<file path="src/rtl/reflet_debug_bridge_if.sv">
// Bundle of the byte-stream and system-bus signals around the debug bridge.
// The master modport is the bridge side and the slave modport is the
// environment side: the UART, the response sink, the arbiter and the bus.
interface reflet_debug_bridge_if #(
    parameter int wordsize       = 16,
    parameter int base_addr_size = 16
);
    // Command byte stream into the bridge
    logic [7:0]                in_data;
    logic                      in_valid;
    logic                      in_ready;
    // Response byte stream out of the bridge
    logic [7:0]                out_data;
    logic                      out_valid;
    logic                      out_ready;
    // System bus initiator side
    logic                      bus_request;
    logic                      bus_grant;
    logic                      enable;
    logic [base_addr_size-1:0] addr;
    logic [wordsize-1:0]       data_out;
    logic [wordsize-1:0]       data_in;
    logic                      write_en;

    modport master (
        input  in_data, in_valid,
        output in_ready,
        output out_data, out_valid,
        input  out_ready,
        output bus_request,
        input  bus_grant,
        output enable, addr, data_out, write_en,
        input  data_in
    );

    modport slave (
        output in_data, in_valid,
        input  in_ready,
        input  out_data, out_valid,
        output out_ready,
        input  bus_request,
        output bus_grant,
        input  enable, addr, data_out, write_en,
        output data_in
    );
endinterface

</file>
<file path="src/rtl/reflet_debug_bridge.sv">
// Byte-stream to Reflet system bus initiator. It decodes 'W'/'R' commands
// (little-endian address and data fields), requests the bus, performs a
// single one-cycle access and streams back an ACK, the read data or a NAK.
module reflet_debug_bridge #(
    parameter int wordsize       = 16,
    parameter int base_addr_size = 16,
    parameter int timeout_cycles = 1000000
) (
    input logic                   clk,
    input logic                   reset,
    reflet_debug_bridge_if.master bif
);

    localparam int AB    = (base_addr_size + 7) / 8;
    localparam int WB    = wordsize / 8;
    localparam int MAXB  = (AB > WB) ? AB : WB;
    localparam int CNT_W = (MAXB > 1) ? $clog2(MAXB) + 1 : 1;
    localparam int TMO_W = $clog2(timeout_cycles);

    localparam logic [7:0] CMD_WRITE = 8'h57;
    localparam logic [7:0] CMD_READ  = 8'h52;
    localparam logic [7:0] RESP_ACK  = 8'h06;
    localparam logic [7:0] RESP_NAK  = 8'h15;

    typedef enum logic [2:0] {
        S_IDLE,
        S_ADDR,
        S_DATA,
        S_REQ,
        S_ACCESS,
        S_RESP,
        S_NAK
    } state_t;

    state_t                    r_state;
    state_t                    w_state_next;

    logic                      r_is_write;
    logic [CNT_W-1:0]          r_cnt;
    logic [TMO_W-1:0]          r_tmo;
    logic [base_addr_size-1:0] r_addr_sh;
    logic [wordsize-1:0]       r_data_sh;
    logic [base_addr_size-1:0] r_addr_out;
    logic [wordsize-1:0]       r_data_out;
    logic [wordsize-1:0]       r_rdata;

    logic [base_addr_size-1:0] w_addr_sh_next;
    logic [wordsize-1:0]       w_data_sh_next;

    logic                      w_in_ready;
    logic                      w_out_valid;
    logic [7:0]                w_out_data;
    logic                      w_bus_request;
    logic                      w_enable;
    logic                      w_write_en;
    logic                      w_in_fire;
    logic                      w_out_fire;
    logic                      w_tmo_hit;
    logic                      w_addr_last;
    logic                      w_data_last;
    logic                      w_resp_last;

    assign w_in_fire   = bif.in_valid & w_in_ready;
    assign w_out_fire  = w_out_valid & bif.out_ready;
    assign w_tmo_hit   = (r_tmo == TMO_W'(timeout_cycles - 1));
    assign w_addr_last = (r_cnt == CNT_W'(AB - 1));
    assign w_data_last = (r_cnt == CNT_W'(WB - 1));
    // A write answers with a single ACK byte; a read streams WB data bytes
    assign w_resp_last = r_is_write | w_data_last;

    genvar gi;

    // Address byte lanes: byte n of the command lands in lane n. The last
    // lane may be narrower than a byte, which drops the unused upper bits.
    for (gi = 0; gi < AB; gi++) begin : g_addr_lane
        localparam int LW = ((base_addr_size - gi * 8) >= 8) ? 8 : (base_addr_size - gi * 8);
        assign w_addr_sh_next[gi*8 +: LW] =
            (w_in_fire && r_state == S_ADDR && r_cnt == CNT_W'(gi)) ?
            bif.in_data[LW-1:0] : r_addr_sh[gi*8 +: LW];
    end

    // Write-data byte lanes, same little-endian placement as the address
    for (gi = 0; gi < WB; gi++) begin : g_data_lane
        assign w_data_sh_next[gi*8 +: 8] =
            (w_in_fire && r_state == S_DATA && r_cnt == CNT_W'(gi)) ?
            bif.in_data : r_data_sh[gi*8 +: 8];
    end

    // State register; reset aborts whatever command or response is in flight
    always_ff @(posedge clk or negedge reset) begin
        if (!reset) begin
            r_state <= S_IDLE;
        end else begin
            r_state <= w_state_next;
        end
    end

    // Next-state decode
    always_comb begin
        w_state_next = r_state;
        case (r_state)
            S_IDLE: begin
                if (w_in_fire) begin
                    if (bif.in_data == CMD_WRITE || bif.in_data == CMD_READ) begin
                        w_state_next = S_ADDR;
                    end else begin
                        w_state_next = S_NAK;
                    end
                end
            end
            S_ADDR: begin
                if (w_in_fire) begin
                    if (w_addr_last) begin
                        w_state_next = r_is_write ? S_DATA : S_REQ;
                    end
                end else if (w_tmo_hit) begin
                    w_state_next = S_IDLE;
                end
            end
            S_DATA: begin
                if (w_in_fire) begin
                    if (w_data_last) begin
                        w_state_next = S_REQ;
                    end
                end else if (w_tmo_hit) begin
                    w_state_next = S_IDLE;
                end
            end
            S_REQ: begin
                if (bif.bus_grant) begin
                    w_state_next = S_ACCESS;
                end
            end
            S_ACCESS: begin
                w_state_next = S_RESP;
            end
            S_RESP: begin
                if (w_out_fire && w_resp_last) begin
                    w_state_next = S_IDLE;
                end
            end
            S_NAK: begin
                if (w_out_fire) begin
                    w_state_next = S_IDLE;
                end
            end
            default: begin
                w_state_next = S_IDLE;
            end
        endcase
    end

    // Output decode from the current state only
    always_comb begin
        w_in_ready    = 1'b0;
        w_out_valid   = 1'b0;
        w_out_data    = 8'h00;
        w_bus_request = 1'b0;
        w_enable      = 1'b0;
        w_write_en    = 1'b0;
        case (r_state)
            S_IDLE, S_ADDR, S_DATA: begin
                w_in_ready = 1'b1;
            end
            S_REQ: begin
                w_bus_request = 1'b1;
            end
            S_ACCESS: begin
                w_bus_request = 1'b1;
                w_enable      = 1'b1;
                w_write_en    = r_is_write;
            end
            S_RESP: begin
                w_out_valid = 1'b1;
                w_out_data  = r_is_write ? RESP_ACK : r_rdata[7:0];
            end
            S_NAK: begin
                w_out_valid = 1'b1;
                w_out_data  = RESP_NAK;
            end
            default: begin
                w_in_ready = 1'b0;
            end
        endcase
    end

    // Datapath: byte/timeout counters, field assembly, bus registers, read data
    always_ff @(posedge clk or negedge reset) begin
        if (!reset) begin
            r_is_write <= 1'b0;
            r_cnt      <= '0;
            r_tmo      <= '0;
            r_addr_sh  <= '0;
            r_data_sh  <= '0;
            r_addr_out <= '0;
            r_data_out <= '0;
            r_rdata    <= '0;
        end else begin
            // Byte counter restarts at every state change so each phase
            // counts its own bytes from lane 0
            if (w_state_next != r_state) begin
                r_cnt <= '0;
            end else if (w_in_fire || w_out_fire) begin
                r_cnt <= r_cnt + 1'b1;
            end

            // Idle-cycle counter only runs while a command is half received
            if ((r_state == S_ADDR || r_state == S_DATA) &&
                (w_state_next == r_state) && !w_in_fire) begin
                r_tmo <= r_tmo + 1'b1;
            end else begin
                r_tmo <= '0;
            end

            if (r_state == S_IDLE && w_in_fire) begin
                r_is_write <= (bif.in_data == CMD_WRITE);
            end

            r_addr_sh <= w_addr_sh_next;
            r_data_sh <= w_data_sh_next;

            // Bus address/data are loaded once on entry to ACCESS and then
            // held, so they never ripple while the next command streams in
            if (r_state == S_REQ && bif.bus_grant) begin
                r_addr_out <= r_addr_sh;
                if (r_is_write) begin
                    r_data_out <= r_data_sh;
                end
            end

            // Read data is captured on the closing edge of ACCESS and then
            // shifted down one byte per accepted response byte
            if (r_state == S_ACCESS && !r_is_write) begin
                r_rdata <= bif.data_in;
            end else if (r_state == S_RESP && w_out_fire) begin
                r_rdata <= r_rdata >> 8;
            end
        end
    end

    assign bif.in_ready    = w_in_ready;
    assign bif.out_valid   = w_out_valid;
    assign bif.out_data    = w_out_data;
    assign bif.bus_request = w_bus_request;
    assign bif.enable      = w_enable;
    assign bif.write_en    = w_write_en;
    assign bif.addr        = r_addr_out;
    assign bif.data_out    = r_data_out;

endmodule

</file>
<file path="src/flat_wrapper.sv">
// flat-port wrapper written by rule: the top's interface ports become plain ports
module reflet_debug_bridge_flat 
#(
    parameter int wordsize       = 16,
    parameter int base_addr_size = 16,
    parameter int timeout_cycles = 1000000
)
  (clk, reset, bif_in_data, bif_in_valid, bif_in_ready, bif_out_data, bif_out_valid, bif_out_ready, bif_bus_request, bif_bus_grant, bif_enable, bif_addr, bif_data_out, bif_write_en, bif_data_in);
  reflet_debug_bridge_if #(.wordsize(wordsize), .base_addr_size(base_addr_size)) bif_i ();
  input logic clk;
  input logic reset;
  input wire logic [$bits(bif_i.in_data)-1:0] bif_in_data;
  input wire logic [$bits(bif_i.in_valid)-1:0] bif_in_valid;
  output wire logic [$bits(bif_i.in_ready)-1:0] bif_in_ready;
  output wire logic [$bits(bif_i.out_data)-1:0] bif_out_data;
  output wire logic [$bits(bif_i.out_valid)-1:0] bif_out_valid;
  input wire logic [$bits(bif_i.out_ready)-1:0] bif_out_ready;
  output wire logic [$bits(bif_i.bus_request)-1:0] bif_bus_request;
  input wire logic [$bits(bif_i.bus_grant)-1:0] bif_bus_grant;
  output wire logic [$bits(bif_i.enable)-1:0] bif_enable;
  output wire logic [$bits(bif_i.addr)-1:0] bif_addr;
  output wire logic [$bits(bif_i.data_out)-1:0] bif_data_out;
  output wire logic [$bits(bif_i.write_en)-1:0] bif_write_en;
  input wire logic [$bits(bif_i.data_in)-1:0] bif_data_in;
  assign bif_i.in_data = bif_in_data;
  assign bif_i.in_valid = bif_in_valid;
  assign bif_in_ready = bif_i.in_ready;
  assign bif_out_data = bif_i.out_data;
  assign bif_out_valid = bif_i.out_valid;
  assign bif_i.out_ready = bif_out_ready;
  assign bif_bus_request = bif_i.bus_request;
  assign bif_i.bus_grant = bif_bus_grant;
  assign bif_enable = bif_i.enable;
  assign bif_addr = bif_i.addr;
  assign bif_data_out = bif_i.data_out;
  assign bif_write_en = bif_i.write_en;
  assign bif_i.data_in = bif_data_in;
  reflet_debug_bridge #(.wordsize(wordsize), .base_addr_size(base_addr_size), .timeout_cycles(timeout_cycles)) u_core (.clk(clk), .reset(reset), .bif(bif_i));
endmodule
</file>
<file path="config.mk">
export PLATFORM = sky130hd
export DESIGN_NAME = reflet_debug_bridge_flat
export DESIGN_NICKNAME = d
export VERILOG_FILES = /design/src/rtl/reflet_debug_bridge_if.sv /design/src/rtl/reflet_debug_bridge.sv /design/src/flat_wrapper.sv
export SDC_FILE = /design/constraint.sdc
export NUM_CORES = 1
export LEC_CHECK = 0
export CAP_MARGIN = 5
export CORE_UTILIZATION = 40
export CTS_CLUSTER_SIZE = 10
export DETAILED_ROUTE_END_ITERATION = 8
export REMOVE_ABC_BUFFERS = 1
export SLEW_MARGIN = 10
export SYNTH_ARGS = -nofsm -noshare
export SYNTH_HDL_FRONTEND = slang
export SYNTH_SLANG_ARGS = --single-unit
</file>
<file path="constraint.sdc">
create_clock -name clk -period 3 [get_ports clk]
set_clock_uncertainty 0.05 [all_clocks]
set_input_delay 0.9 -clock clk [delete_from_list [all_inputs] [get_ports clk]]
set_output_delay 0.9 -clock clk [all_outputs]
set_load 0.03 [all_outputs]
</file>
Yosys cells after proc, flatten, opt, wreduce, memory -nomap -nowiden
Cells that the tools add are included.
Widths: inputs -> output; s select.
- bitwise logic cells: 3
- divide/modulo/power cells: 0
- $mul: 0
- muxes and demuxes: 24
- shift operators: 0
- add/subtract/negate cells: 2
- eq/ne operators: 12
- order comparisons: 0
- reduce and logical (&&, ||, !) cells: 26
- operators with widths (operator ; number):
    $mux 16 ; 2
    $mux 3 ; 10
    $pmux 3 s7 ; 1
    $add 20x1->20 const B ; 1
    $eq 20x20->1 const B ; 1
    $mux 20 ; 1
    $eq 8x7->1 const B ; 2
    $pmux 8 s2 ; 1
    $logic_and 1x1->1 ; 13
    $eq 3x3->1 const B ; 3
    $mux 8 ; 1
    $eq 3x2->1 const B ; 2
    $mux 1 ; 6
    $mux 2 ; 2
    $reduce_bool 2->1 ; 2
    $reduce_or 2->1 ; 2
    $eq 3x1->1 const B ; 1
    $eq 3x3->1 ; 1
    $logic_not 3->1 ; 1
    $logic_or 1x1->1 ; 3
    $ne 3x3->1 ; 1
    $reduce_or 3->1 ; 1
    $add 2x1->2 const B ; 1
    $and 1x1->1 ; 2
    5 further kinds ; 6
- memory bits (writable): 0
- register bits: 106
- word-level logic and storage cells: 78
- ROM bits: 0
- bits in latches: 0
- output and inout bits: 45
- memories: 0
- input bits: 29

Logic depth before layout (Yosys ltp)
- word-level depth: 11
- gate-level depth with buffers: 9
- gate-level depth less buffers: 8

Worst setup path before layout
No wires, ideal clock.
- path type: register to register
- from: register u_core.r_state[0]
- to: register u_core.r_tmo[14]
- data required time: 2.870 ns
- period minus slack after synthesis: 2.606 ns
- path buffers: 2
- path slack: 0.394 ns
- cell stages (with the launch flop): 9
- setup time: 0.080 ns
- arrival time: 2.475 ns
- cells stage by stage: dfrtp_1 -> buf_2 -> a21oi_1 -> nand2_1 -> a311oi_1 -> a2111oi_2 -> or2_2 -> buf_4 -> nor3_2
- elaborated cells on any way between the ends: 30
- those cells by class: 7 x eq/ne; 13 x mux; 2 x bitwise; 8 x reduce/logical
- RTL lines (element ; RTL line ; source):
    start, declared ; reflet_debug_bridge.sv:35 ; state_t r_state;
    start signal, assigned ; reflet_debug_bridge.sv:94 ; r_state <= w_state_next;
    $eq 3x2->1 (tied with other cells) ; reflet_debug_bridge.sv:161 ; case (r_state)
    $reduce_or 3->1 (*) ; reflet_debug_bridge.sv:161 ;
    $mux 1 (*) ; reflet_debug_bridge.sv:161 ;
    net bif_in_ready ; flat_wrapper.sv:14 ; output wire logic [$bits(bif_i.in_ready)-1:0] bif_in_ready;
    $and 1x1->1 (*) ; reflet_debug_bridge.sv:63 ; assign w_in_fire = bif.in_valid & w_in_ready;
    $mux 3, on equally long branches ; reflet_debug_bridge.sv:121, reflet_debug_bridge.sv:103, reflet_debug_bridge.sv:112 ;
    $pmux 3 s7 ; reflet_debug_bridge.sv:101 ; case (r_state)
    $eq 3x3->1 ; reflet_debug_bridge.sv:209 ; (w_state_next == r_state) && !w_in_fire) begin
    $logic_and 1x1->1 ; reflet_debug_bridge.sv:208 ; if ((r_state == S_ADDR || r_state == S_DATA) &&
    $logic_and 1x1->1 (*) ; reflet_debug_bridge.sv:209 ;
    $mux 20 (*) ; reflet_debug_bridge.sv:208 ;
    end signal, assigned ; reflet_debug_bridge.sv:210 ; r_tmo <= r_tmo + 1'b1;
    end, declared ; reflet_debug_bridge.sv:40 ; logic [TMO_W-1:0] r_tmo;
The timed path passes the listed nets; every way through them passes the cells marked *.
A chain may end at the register's enable or synchronous reset.

Final worst setup path
- from: register u_core.r_state[1]
- to: output bif_out_data[1]
- cells in the longest elaborated chain, start to end: 2
- elaborated cells on any way between the ends: 3
- those cells by class: 2 x eq/ne; 1 x mux
- ends and longest elaborated chain (element ; RTL line ; source):
    $eq 3x3->1 ; reflet_debug_bridge.sv:161 ;
    $pmux 8 s2 (*) ; reflet_debug_bridge.sv:161 ;
    end, declared ; flat_wrapper.sv:15 ; output wire logic [$bits(bif_i.out_data)-1:0] bif_out_data;
Every way passes the cells marked *; elsewhere a longest branch is shown, timed or not.

==> impl_results.md <==
- Nets: 502
- GRT Total Usage: 0.1772
- Critical path capture point type: primary output
- Yosys top cell area share: 0.5634
- Mapped cell area: 0.004708 mm^2
- Routed met1 length: 4692 um
- Initial antenna violation count: 0
- Sw power: 1.812 mW
- Fmax: 346.8 MHz
- Hold Buf Count CTS: 0
- Layout Utilization: 0.5267
- Worst vdd rail ir drop: 0.0005732 V
- Count leader, synth: dfrtp_1
- CTS clock-pin slew for the worst setup and hold paths: 0.07 ns
- Worst Reg-to-Reg Cells: 6
- Max-slew violations: 0
- Slew HR: 0.6688
- Share of layout cells above drive strength 1: 0.2589
- Final setup violation count: 0
- Status: completed
- Clock share of power: 0.236
- Power Density: 864.7 mW/mm^2
- CP Data Arrival Time: 1.93 ns
- Chip width: 110.5 um
- Antenna diodes: 0
- Vias in the first global route: 3396
- DRC violations left: 0
- Worst-Margin Slew: 0.4901 ns
- H-tree depth: 3
- Vias per inst: 5.207
- Initial core utilization: 0.4106
- Hpwl dp: 6971 um
- Crit path time final: 2.884 ns
- PortBufs: 73
- Final Hold Viols: 0
- Post-CTS Setup Bufs: 0
- Die area: 0.01221 mm^2
- Synth cell types: 46
- Multi-input logic area: 0.001957 mm^2
- Hold WC Path Type: primary input to async pin
- Number of fill cells: 1014
- Met3 WL: 493 um
- Comb pwr share: 0.371
- RSZ-0062 raised after global routing: no
- Synth Instances: 379
- First-pass GRT wire length: 17220 um
- Vias: 3218
- Int Pwr: 3.411 mW
- Remaining antenna violation count: 0
- Cell area after layout: 0.006040 mm^2
- Routed length on met2: 4715 um
- Syn_area_per_cell: 12.42 um^2
- Die Height: 110.5 um
- Wire per inst: 16.18 um
- Initial DRT Pass Iterations: 4
- Total of max-cap violations: 0
- Clk_lat worst skew: 0.34 ns
- CTS root buf: clkbuf_16
- Synth-to-Final Area Change: 28.28%
- Top Ports: 74
- CTS tree: yes
- Seq pwr share: 0.393
- Primary FF master, synth: dfrtp_1
- Max Root-Sink Buffers: 2
- Synth async-reset ratio: 1.000
- Seq cells post-synth: 106
- # rows: 39
- WL final: 10000 um
- Post-synth EDFFs: 0
- Total core area: 0.01147 mm^2
- Largest net degree at the start of global routing: 70
- Cell Area, Placed: 0.005731 mm^2
- YS warnings: 0
- Clock tree sinks: 106
- Largest cells by area after synthesis: dfrtp_1 (56%), mux2_2 (15%), nor3_2 (2.1%)
- Hold Slack: 0.2982 ns
- Synth area leader: dfrtp_1
- CP required: 2.05 ns
- Highest Signal Layer: met4
- LEAKAGE: 2.771 nW
- CP max FO: 8
- First-iteration detailed-routing DRC count: 141
- Reg area: 0.002653 mm^2
- Tcrit/Tclk final: 0.9613
- Total gr overflow: 0
- Worst Setup Start Kind: register
- GPL Wtd Cong: 0.9409
- CTS buffer count: 9
- Post-synth top cells: dfrtp_1 (106), mux2_2 (64), nor2_1 (23)
- Critical path class: register to primary output
- Seq/Total Area, Yosys: 0.5634
- Switching portion of total power: 0.3469
## kinds of logic after synthesis
family | count (synthesis) | share of synthesized area
compound gates | 42 | 0.06033
xor+xnor | 19 | 0.03534
fa+ha+maj | 3 | 0.007973
buf+inv | 23 | 0.02153
flops | 106 | 0.5634
mux | 74 | 0.1754
simple gates | 112 | 0.1361
## cell usage in the layout (no fill, tap or decap), types with 3 or more instances in the layout
cell type        count
ha_1                 3
xnor2_1             10
nor3_2              10
nor2_1              23
dlygate4sd2_1        8
mux2_2              64
nand2_1             17
nand3_1             15
a22o_1               8
and2_1               7
o21ai_0             13
clkdlybuf4s50_1     61
dfrtp_1            106
inv_1                5
a21oi_1              8
xor2_1               9
buf_4               26
nand4_1              6
mux2i_1              9
clkbuf_16            9
nor2b_1              7
and3_1               6
nor3_1               6
## cell type report
cell class                 instances  area share
tap                              143     0.02963
timing repair buffer              98      0.1525
clock buffer                      12     0.04247
inverter                           5    0.003108
multi-input combinational        250      0.3240
sequential                       106      0.4392
clock inverter                     4    0.009115
## what timing repair did
item                                    in CTS  in global routing
pin swaps                                    0                  0
endpoints found under the setup margin       8                  2
resized for setup                            9                  2
## power groups by stage
stage               registers, mW  clock network, mW  logic [mW]
floorplan                    2.22                  0        1.08
global placement             2.07                  0        1.95
detailed placement           2.08                  0        1.97
CTS                          2.06               1.27        1.96
global route                 2.11               1.34        2.11
finish                       2.05               1.23        1.94
## per-layer routing
layer	track usage	vias to the layer above
met2	0.2828	68
met1	0.2381	1619
met3	0.05104	9
li1	-	1522
met4	0.04267	0
met5	0	-
## registers in the layout, indices dropped and copies added, names as in the netlist
signal,count
u_core.r_state,3
u_core.r_data_sh,16
u_core.bif.addr,16
u_core.r_rdata,16
u_core.r_addr_sh,16
u_core.r_cnt,2
u_core.bif.data_out,16
u_core.r_tmo,20
u_core.r_is_write,1
## per-stage QoR
step	worst slack, ns	total power, mW	cells	setup TNS [ns]
6_report	0.1162	5.223	618	0
5_1_grt	0.01038	5.559	618	0
3_5_place_dp	-0.05250	4.051	602	-0.1020
2_1_floorplan	0.3763	3.298	361	0
4_1_cts	0.01107	5.288	618	0
3_3_place_gp	0.03843	4.016	602	0
## path summary, 6_finish.rpt
check / from / endpoint / slack (ns)
max: u_core.r_state[1] / bif_out_data[1] / 0.12
min: reset / u_core.r_tmo[10] / 0.30
max reg2reg: u_core.r_tmo[10] / u_core.r_tmo[1] / 0.31
min reg2reg: u_core.r_tmo[0] / u_core.r_tmo[0] / 0.42
max in group asynchronous: reset / u_core.r_rdata[15] / 1.99
min in group clk: u_core.r_tmo[0] / u_core.r_tmo[0] / 0.42
## worst max-delay path, cell delays in order, from the launching register on
cell and delay (ns):
dfrtp_1 0.46, nor2b_1 0.18, nand2_1 0.10, nor2_1 0.16, clkdlybuf4s50_1 0.69
No activity file was read; power rests on OpenSTA's default activity.
